File: src/rtl/io_bank_pkg.sv
// Shared constants for the io_bank_ctrl slice: config field layout and reconfiguration FSM states.
package io_bank_pkg;

  localparam int CFG_W         = 4;
  localparam int CFG_OUT_EN    = 0;
  localparam int CFG_IN_EN     = 1;
  localparam int CFG_REG_OUT   = 2;
  localparam int CFG_DRV_FORCE = 3;
  localparam int CNT_W         = 4;

  typedef enum logic [1:0] {
    IDLE  = 2'd0,
    DRAIN = 2'd1,
    APPLY = 2'd2
  } fsm_state_e;

endpackage

File: src/rtl/io_bank_ctrl_if.sv
// Fabric/pad/config bundle of io_bank_ctrl. Defining IO_LOOPBACK_EN adds the Loopback vector.
interface io_bank_ctrl_if #(
  parameter int NUM_CH = 4,
  parameter int CFG_W  = 4
);
  logic [NUM_CH*CFG_W-1:0] ConfigBits;
  logic [NUM_CH-1:0]       I;
  logic [NUM_CH-1:0]       T;
  logic [NUM_CH-1:0]       O;
  logic [NUM_CH-1:0]       Q;
  logic [NUM_CH-1:0]       I_top;
  logic [NUM_CH-1:0]       T_top;
  logic [NUM_CH-1:0]       O_top;
  logic                    ReconfigBusy;

`ifdef IO_LOOPBACK_EN
  logic [NUM_CH-1:0]       Loopback;

  modport master (
    output ConfigBits, I, T, O_top, Loopback,
    input  O, Q, I_top, T_top, ReconfigBusy
  );
  modport slave (
    input  ConfigBits, I, T, O_top, Loopback,
    output O, Q, I_top, T_top, ReconfigBusy
  );
`else
  modport master (
    output ConfigBits, I, T, O_top,
    input  O, Q, I_top, T_top, ReconfigBusy
  );
  modport slave (
    input  ConfigBits, I, T, O_top,
    output O, Q, I_top, T_top, ReconfigBusy
  );
`endif

endinterface

File: src/rtl/io_bank_channel.sv
// One IO channel: output mux/registers with hi-Z hold and an input synchroniser with clear.
// IO_LOOPBACK_EN adds a path feeding the channel's own drive value back to O/Q.
module io_bank_channel
  import io_bank_pkg::*;
#(
  parameter int CH_CFG_W    = 4,
  parameter int SYNC_STAGES = 2
) (
  input  logic                clk,
  input  logic                rst,
  input  logic [CH_CFG_W-1:0] cfg,
  input  logic                i,
  input  logic                t,
  input  logic                o_top,
`ifdef IO_LOOPBACK_EN
  input  logic                loopback,
`endif
  input  logic                hold_hiz,
  input  logic                sync_clr,
  output logic                o,
  output logic                q,
  output logic                i_top,
  output logic                t_top
);

  logic out_en, in_en, reg_out, drv_force;
  logic t_eff, park, drv_i, drv_t, pad_in, lb_on;
  logic oreg_i_q, oreg_i_d, oreg_t_q, oreg_t_d;
  logic [SYNC_STAGES-1:0] sync_q, sync_d;

  assign out_en    = cfg[CFG_OUT_EN];
  assign in_en     = cfg[CFG_IN_EN];
  assign reg_out   = cfg[CFG_REG_OUT];
  assign drv_force = cfg[CFG_DRV_FORCE];

  // A parked channel also loads its output registers with the idle pattern,
  // so a newly enabled registered output never replays stale data.
  always_comb begin
    t_eff    = drv_force ? 1'b0 : t;
    park     = hold_hiz | ~out_en;
    oreg_i_d = park ? 1'b0 : i;
    oreg_t_d = park ? 1'b1 : t_eff;
    if (park) begin
      drv_i = 1'b0;
      drv_t = 1'b1;
    end else if (reg_out) begin
      drv_i = oreg_i_q;
      drv_t = oreg_t_q;
    end else begin
      drv_i = i;
      drv_t = t_eff;
    end
  end

`ifdef IO_LOOPBACK_EN
  assign lb_on = loopback & ~hold_hiz;
`else
  assign lb_on = 1'b0;
`endif

  assign pad_in = lb_on ? drv_i : o_top;
  assign i_top  = drv_i;
  assign t_top  = drv_t | lb_on;
  assign o      = in_en & pad_in;
  assign q      = sync_q[SYNC_STAGES-1];

  always_comb begin
    sync_d = '0;
    if (in_en && !sync_clr) begin
      sync_d[0] = pad_in;
      for (int s = 1; s < SYNC_STAGES; s++) begin
        sync_d[s] = sync_q[s-1];
      end
    end
  end

  always_ff @(posedge clk or posedge rst) begin
    if (rst) begin
      oreg_i_q <= 1'b0;
      oreg_t_q <= 1'b1;
      sync_q   <= '0;
    end else begin
      oreg_i_q <= oreg_i_d;
      oreg_t_q <= oreg_t_d;
      sync_q   <= sync_d;
    end
  end

endmodule

File: src/rtl/io_bank_ctrl.sv
// Multi-channel IO bank with glitch-safe reconfiguration (changed channels drained hi-Z, then applied).
// Defining IO_LOOPBACK_EN enables per-channel internal loopback via the interface Loopback vector.
module io_bank_ctrl
  import io_bank_pkg::*;
#(
  parameter int NUM_CH       = 4,
  parameter int CFG_W        = io_bank_pkg::CFG_W,
  parameter int SYNC_STAGES  = 2,
  parameter int DRAIN_CYCLES = 3
) (
  input logic           UserCLK,
  input logic           Reset,
  io_bank_ctrl_if.slave bus
);

  localparam int              TOT_W      = NUM_CH * CFG_W;
  localparam logic [CNT_W-1:0] DRAIN_LOAD = CNT_W'(DRAIN_CYCLES - 1);

  fsm_state_e        state_q, state_d;
  logic [TOT_W-1:0]  active_q, active_d;
  logic [TOT_W-1:0]  pending_q, pending_d;
  logic [NUM_CH-1:0] mask_q, mask_d;
  logic [CNT_W-1:0]  cnt_q, cnt_d;
  logic              busy_q, busy_d;

  logic [NUM_CH-1:0] diff_active, hold_mask, clr_mask;
  logic [NUM_CH-1:0] o_vec, q_vec, i_top_vec, t_top_vec;

  // Any further change while draining restarts the full drain period.
  always_comb begin
    state_d   = state_q;
    active_d  = active_q;
    pending_d = pending_q;
    mask_d    = mask_q;
    cnt_d     = cnt_q;
    case (state_q)
      IDLE: begin
        if (bus.ConfigBits != active_q) begin
          pending_d = bus.ConfigBits;
          mask_d    = diff_active;
          cnt_d     = DRAIN_LOAD;
          state_d   = DRAIN;
        end
      end
      DRAIN: begin
        if (bus.ConfigBits != pending_q) begin
          pending_d = bus.ConfigBits;
          mask_d    = mask_q | diff_active;
          cnt_d     = DRAIN_LOAD;
        end else if (cnt_q == '0) begin
          state_d = APPLY;
        end else begin
          cnt_d = cnt_q - CNT_W'(1);
        end
      end
      APPLY: begin
        active_d = pending_q;
        mask_d   = '0;
        state_d  = IDLE;
      end
      default: state_d = IDLE;
    endcase
    busy_d = (state_d != IDLE);
  end

  always_ff @(posedge UserCLK or posedge Reset) begin
    if (Reset) begin
      state_q   <= IDLE;
      active_q  <= '0;
      pending_q <= '0;
      mask_q    <= '0;
      cnt_q     <= '0;
      busy_q    <= 1'b0;
    end else begin
      state_q   <= state_d;
      active_q  <= active_d;
      pending_q <= pending_d;
      mask_q    <= mask_d;
      cnt_q     <= cnt_d;
      busy_q    <= busy_d;
    end
  end

  assign hold_mask = busy_q ? mask_q : '0;
  assign clr_mask  = (state_q == APPLY) ? mask_q : '0;

  genvar gi;
  generate
    for (gi = 0; gi < NUM_CH; gi = gi + 1) begin : g_ch
      assign diff_active[gi] =
        (bus.ConfigBits[gi*CFG_W +: CFG_W] != active_q[gi*CFG_W +: CFG_W]);

      io_bank_channel #(
        .CH_CFG_W    (CFG_W),
        .SYNC_STAGES (SYNC_STAGES)
      ) u_ch (
        .clk      (UserCLK),
        .rst      (Reset),
        .cfg      (active_q[gi*CFG_W +: CFG_W]),
        .i        (bus.I[gi]),
        .t        (bus.T[gi]),
        .o_top    (bus.O_top[gi]),
`ifdef IO_LOOPBACK_EN
        .loopback (bus.Loopback[gi]),
`endif
        .hold_hiz (hold_mask[gi]),
        .sync_clr (clr_mask[gi]),
        .o        (o_vec[gi]),
        .q        (q_vec[gi]),
        .i_top    (i_top_vec[gi]),
        .t_top    (t_top_vec[gi])
      );
    end
  endgenerate

  assign bus.O            = o_vec;
  assign bus.Q            = q_vec;
  assign bus.I_top        = i_top_vec;
  assign bus.T_top        = t_top_vec;
  assign bus.ReconfigBusy = busy_q;

endmodule

File: src/flat_wrapper.sv
// flat-port wrapper written by rule: the top's interface ports become plain ports
module io_bank_ctrl_flat import io_bank_pkg::*;
#(
  parameter int NUM_CH       = 4,
  parameter int CFG_W        = io_bank_pkg::CFG_W,
  parameter int SYNC_STAGES  = 2,
  parameter int DRAIN_CYCLES = 3
)
  (UserCLK, Reset, bus_ConfigBits, bus_I, bus_T, bus_O_top, bus_O, bus_Q, bus_I_top, bus_T_top, bus_ReconfigBusy);
  io_bank_ctrl_if #(.NUM_CH(NUM_CH), .CFG_W(CFG_W)) bus_i ();
  input logic UserCLK;
  input logic Reset;
  input wire logic [$bits(bus_i.ConfigBits)-1:0] bus_ConfigBits;
  input wire logic [$bits(bus_i.I)-1:0] bus_I;
  input wire logic [$bits(bus_i.T)-1:0] bus_T;
  input wire logic [$bits(bus_i.O_top)-1:0] bus_O_top;
  output wire logic [$bits(bus_i.O)-1:0] bus_O;
  output wire logic [$bits(bus_i.Q)-1:0] bus_Q;
  output wire logic [$bits(bus_i.I_top)-1:0] bus_I_top;
  output wire logic [$bits(bus_i.T_top)-1:0] bus_T_top;
  output wire logic [$bits(bus_i.ReconfigBusy)-1:0] bus_ReconfigBusy;
  assign bus_i.ConfigBits = bus_ConfigBits;
  assign bus_i.I = bus_I;
  assign bus_i.T = bus_T;
  assign bus_i.O_top = bus_O_top;
  assign bus_O = bus_i.O;
  assign bus_Q = bus_i.Q;
  assign bus_I_top = bus_i.I_top;
  assign bus_T_top = bus_i.T_top;
  assign bus_ReconfigBusy = bus_i.ReconfigBusy;
  io_bank_ctrl #(.NUM_CH(NUM_CH), .CFG_W(CFG_W), .SYNC_STAGES(SYNC_STAGES), .DRAIN_CYCLES(DRAIN_CYCLES)) u_core (.UserCLK(UserCLK), .Reset(Reset), .bus(bus_i));
endmodule
File: config.mk
export PLATFORM = sky130hd
export DESIGN_NAME = io_bank_ctrl_flat
export DESIGN_NICKNAME = d
export VERILOG_FILES = /design/src/rtl/io_bank_pkg.sv /design/src/rtl/io_bank_ctrl_if.sv /design/src/rtl/io_bank_channel.sv /design/src/rtl/io_bank_ctrl.sv /design/src/flat_wrapper.sv
export SDC_FILE = /design/constraint.sdc
export NUM_CORES = 1
export LEC_CHECK = 0
export CORE_ASPECT_RATIO = 1.75
export CORE_MARGIN = 1.5
export CORE_UTILIZATION = 55
export CTS_BUF_LIST = sky130_fd_sc_hd__clkbuf_2
export CTS_CLUSTER_SIZE = 20
export DETAILED_ROUTE_END_ITERATION = 12
export MAX_ROUTING_LAYER = met4
export PLACE_DENSITY_LB_ADDON = 0.25
export SLEW_MARGIN = 10
export SYNTH_ARGS = -nofsm -noshare
export SYNTH_HDL_FRONTEND = slang
export SYNTH_SLANG_ARGS = --single-unit
File: constraint.sdc
create_clock -name UserCLK -period 3.1 [get_ports UserCLK]
set_input_delay 0.31 -clock UserCLK [delete_from_list [all_inputs] [get_ports UserCLK]]
set_output_delay 0.31 -clock UserCLK [all_outputs]
set_load 0.02 [all_outputs]
==> results.txt <==
Comb pwr share = 26.1%
Flop pwr share = 45.9%
met3 WL = 153 um
Setup Viol. Count Final = 0
I/O Buffers = 46
Setup CP Type = flop to output pin
post-synth cell types = 34
Critical Path Sink = bus_I_top[3]
initial antenna violation count = 0
hold violation count in the final report = 0
Setup crit start = u_core.bus.ReconfigBusy
DRT met1 WL = 2493 um
DPL Wire Length = 4242 um
Hold WC Path Type = primary input to asynchronous set/reset pin
NumNets Final = 335
dpl ws = 0.4161 ns
Worst-Margin Slew = 0.7448 ns
Vias = 2033
Die Wd = 59.48 um
core area = 5343 um2
later-pin clock latency in the skew report = 0.48 ns
WL/cell = 15.68 um
Clk pwr share = 28.0%
Initial DRT Pass Iterations = 4
RSZ-0062 raised after global routing = no
drt initial violations = 47
Num CTS Buffers = 9
FFs w/ async S/R, synth = 100.0%
RR Endpoint = u_core.pending_q[15]
total gr overflow = 0
worst r2r src = u_core.state_q[1]
CTS tree = yes
vias in the first global route = 2095
Worst Path Required = 2.79 ns
Crit Path Max Fanout = 5
Routed WL = 5926 um
r2r setup slk = 0.77 ns
Leak = 1.535 nW
number of cells on the worst reg-to-reg path = 6
chip height = 101.8 um
final core utilization = 68.10%
starting density of the core = 57.47%
DR vias/cell = 5.378
Post-CTS Resized = 0
Worst EP arrival = 2.17 ns
Yosys reg bits = 59
Tmin final = 2.482 ns
EDFF count, synth = 0
syn avg cell area = 11.76 um2
fin crit share = 80.07%
DRC Markers = 0
Startpoint Class = flop
CTS root buffer = clkbuf_2
Slew Viols, Final = 0
first-pass GRT wire length = 9756 um
Pint = 1.526 mW
metal2 WL = 3119 um
Psw = 676.1 uW
most used flip-flop cell after synthesis = dfrtp_1
All-Layer GR Usage = 22.49%
Max-Cap Viols = 0
DRT antenna net count = 0
P&R area growth vs syn = 18.50%
clk_skew = 0.03394 ns
Warnings, synthesis = 0
Final Wtd Congestion = 0.8873
# IOs = 47
syn nets = 297
Worst-path clk slew = 0.19 ns
Mapped Area = 3070 um2
worst vdd ir = 0.0003988 V
share of layout cells above drive strength 1 = 19.08%
clk buf depth = 2
Die ar. = 6057 um2
Setup TNS = 0 ns
top routing layer used = met4
Slew HR = 50.35%
Fmax achieved = 402.9 MHz
Power Density = 605.3 nW/um2
FILL cells = 441
H-tree levels = 3
CTS Sinks = 59
row count = 35
post-CTS setup buffers = 0
Setup WS post-layout = 0.6179 ns
post-synthesis cell count = 261
Seq/Total Area, Yosys = 48.25%
Worst Setup End Kind = output pin
# diodes = 0
pin count of the biggest net entering global routing = 60
CTS Hold Bufs = 0
Switching Share = 30.69%
outcome = finished clean
==> state kept, by name, summed over array words and instances, names as in the netlist <==
register                   count
u_core.active_q               16
u_core.pending_q              16
u_core.g_ch.u_ch.oreg_i_q      4
u_core.cnt_q                   4
u_core.g_ch.u_ch.sync_q        8
u_core.bus.ReconfigBusy        1
u_core.g_ch.u_ch.oreg_t_q      4
u_core.state_q                 2
u_core.mask_q                  4
==> worst max-delay path, stage by stage (launching register included) <==
cell             delay [ns]
dfrtp_1                0.50
a21boi_0               0.43
nor2b_1                0.19
clkdlybuf4s50_1        0.60
==> cell type report <==
cell class / count / area, um2 / area share (%)
sequential: 59 / 1481 / 40.72
multi-input combinational: 175 / 1415 / 38.89
timing repair buffer: 48 / 475.5 / 13.07
clock inverter: 7 / 106.4 / 2.923
tap: 74 / 92.59 / 2.545
clock buffer: 9 / 45.04 / 1.238
inverter: 6 / 22.52 / 0.6190
==> synth_stat cells, types with 3 or more instances <==
cell type | count | area [um2]
clkbuf_1 | 3 | 11.26
ha_1 | 6 | 75.07
mux2_2 | 22 | 247.7
a31oi_1 | 5 | 31.28
mux2_4 | 10 | 150.1
a21oi_1 | 16 | 80.08
buf_4 | 16 | 120.1
xnor2_1 | 32 | 280.3
and2_1 | 8 | 50.05
o21ai_0 | 7 | 35.03
nand4_1 | 7 | 43.79
mux2i_1 | 5 | 50.05
nor2b_1 | 6 | 37.54
o211ai_1 | 4 | 30.03
dfrtp_1 | 55 | 1376
nand3_1 | 3 | 15.01
nand2b_1 | 5 | 31.28
nand2_1 | 18 | 67.56
inv_1 | 6 | 22.52
dfstp_2 | 4 | 105.1
a21boi_0 | 8 | 60.06
==> layer usage <==
metal / global-route usage (%) / vias up
li1: - / 969
met3: 4.177 / 11
met2: 36.35 / 39
met4: 12.41 / 0
met1: 25.69 / 1014
met5: - / -
==> worst min path at each step <==
stage	start	slack, ns	end	cells after the start
after global routing	bus_T[2]	0.35	u_core.g_ch[2].u_ch.oreg_t_q	3
after floorplan	bus_T[0]	0.43	u_core.g_ch[0].u_ch.oreg_t_q	2
after global placement	u_core.g_ch[2].u_ch.sync_q[0]	0.47	u_core.g_ch[2].u_ch.sync_q[1]	2
after detailed placement	u_core.g_ch[2].u_ch.sync_q[0]	0.49	u_core.g_ch[2].u_ch.sync_q[1]	2
after CTS	bus_T[2]	0.33	u_core.g_ch[2].u_ch.oreg_t_q	3
final	Reset	0.34	u_core.active_q[15]	3
==> cell usage in the layout (no fill, tap or decap), types with 2 or more instances in the layout <==
master / instances
a31oi_1: 5
o21ai_0: 7
mux2i_1: 5
mux2_2: 22
buf_4: 2
nand4_1: 7
clkinv_1: 3
dfstp_2: 4
nand2_1: 18
nor2b_1: 6
nand2b_1: 5
clkbuf_2: 9
a21boi_0: 8
dfrtp_1: 55
nor3_1: 2
a21oi_1: 16
nand3_1: 3
nor4_1: 2
bufinv_16: 3
clkdlybuf4s50_1: 46
o211ai_1: 4
inv_1: 5
and2_1: 8
ha_1: 6
xnor2_1: 32
mux2_4: 10
==> power by group through the flow <==
stage                     combinational (mW)  clock, mW  sequential [mW]
after floorplan                        0.449          0            0.985
after global placement                 0.557          0             1.02
after detailed placement               0.576          0             1.03
after CTS                              0.579      0.627             1.01
after global routing                   0.629      0.659             1.03
final                                  0.575      0.616             1.01
==> cells by family after synthesis <==
group	count (synthesis)	share of synthesized area, %
flip-flops	59	48.25
AND/OR/NAND/NOR	56	10.64
AO/OA/AOI/OAI	44	9.291
multiplexers	37	14.59
XOR/XNOR	32	9.128
buffers and inverters	27	5.664
adder cells (fa/ha/maj)	6	2.445
==> per-stage QoR <==
step	hold WS (ns)	cell area, um2	power (mW)	std cells
2_1_floorplan	0.4340	3070	1.434	261
3_3_place_gp	0.4691	3487	1.575	362
3_5_place_dp	0.4857	3487	1.601	362
4_1_cts	0.3320	3638	2.216	378
5_1_grt	0.3528	3638	2.317	378
6_report	0.3420	3638	2.203	378
Note: power is estimated with default switching activity, not from simulation.
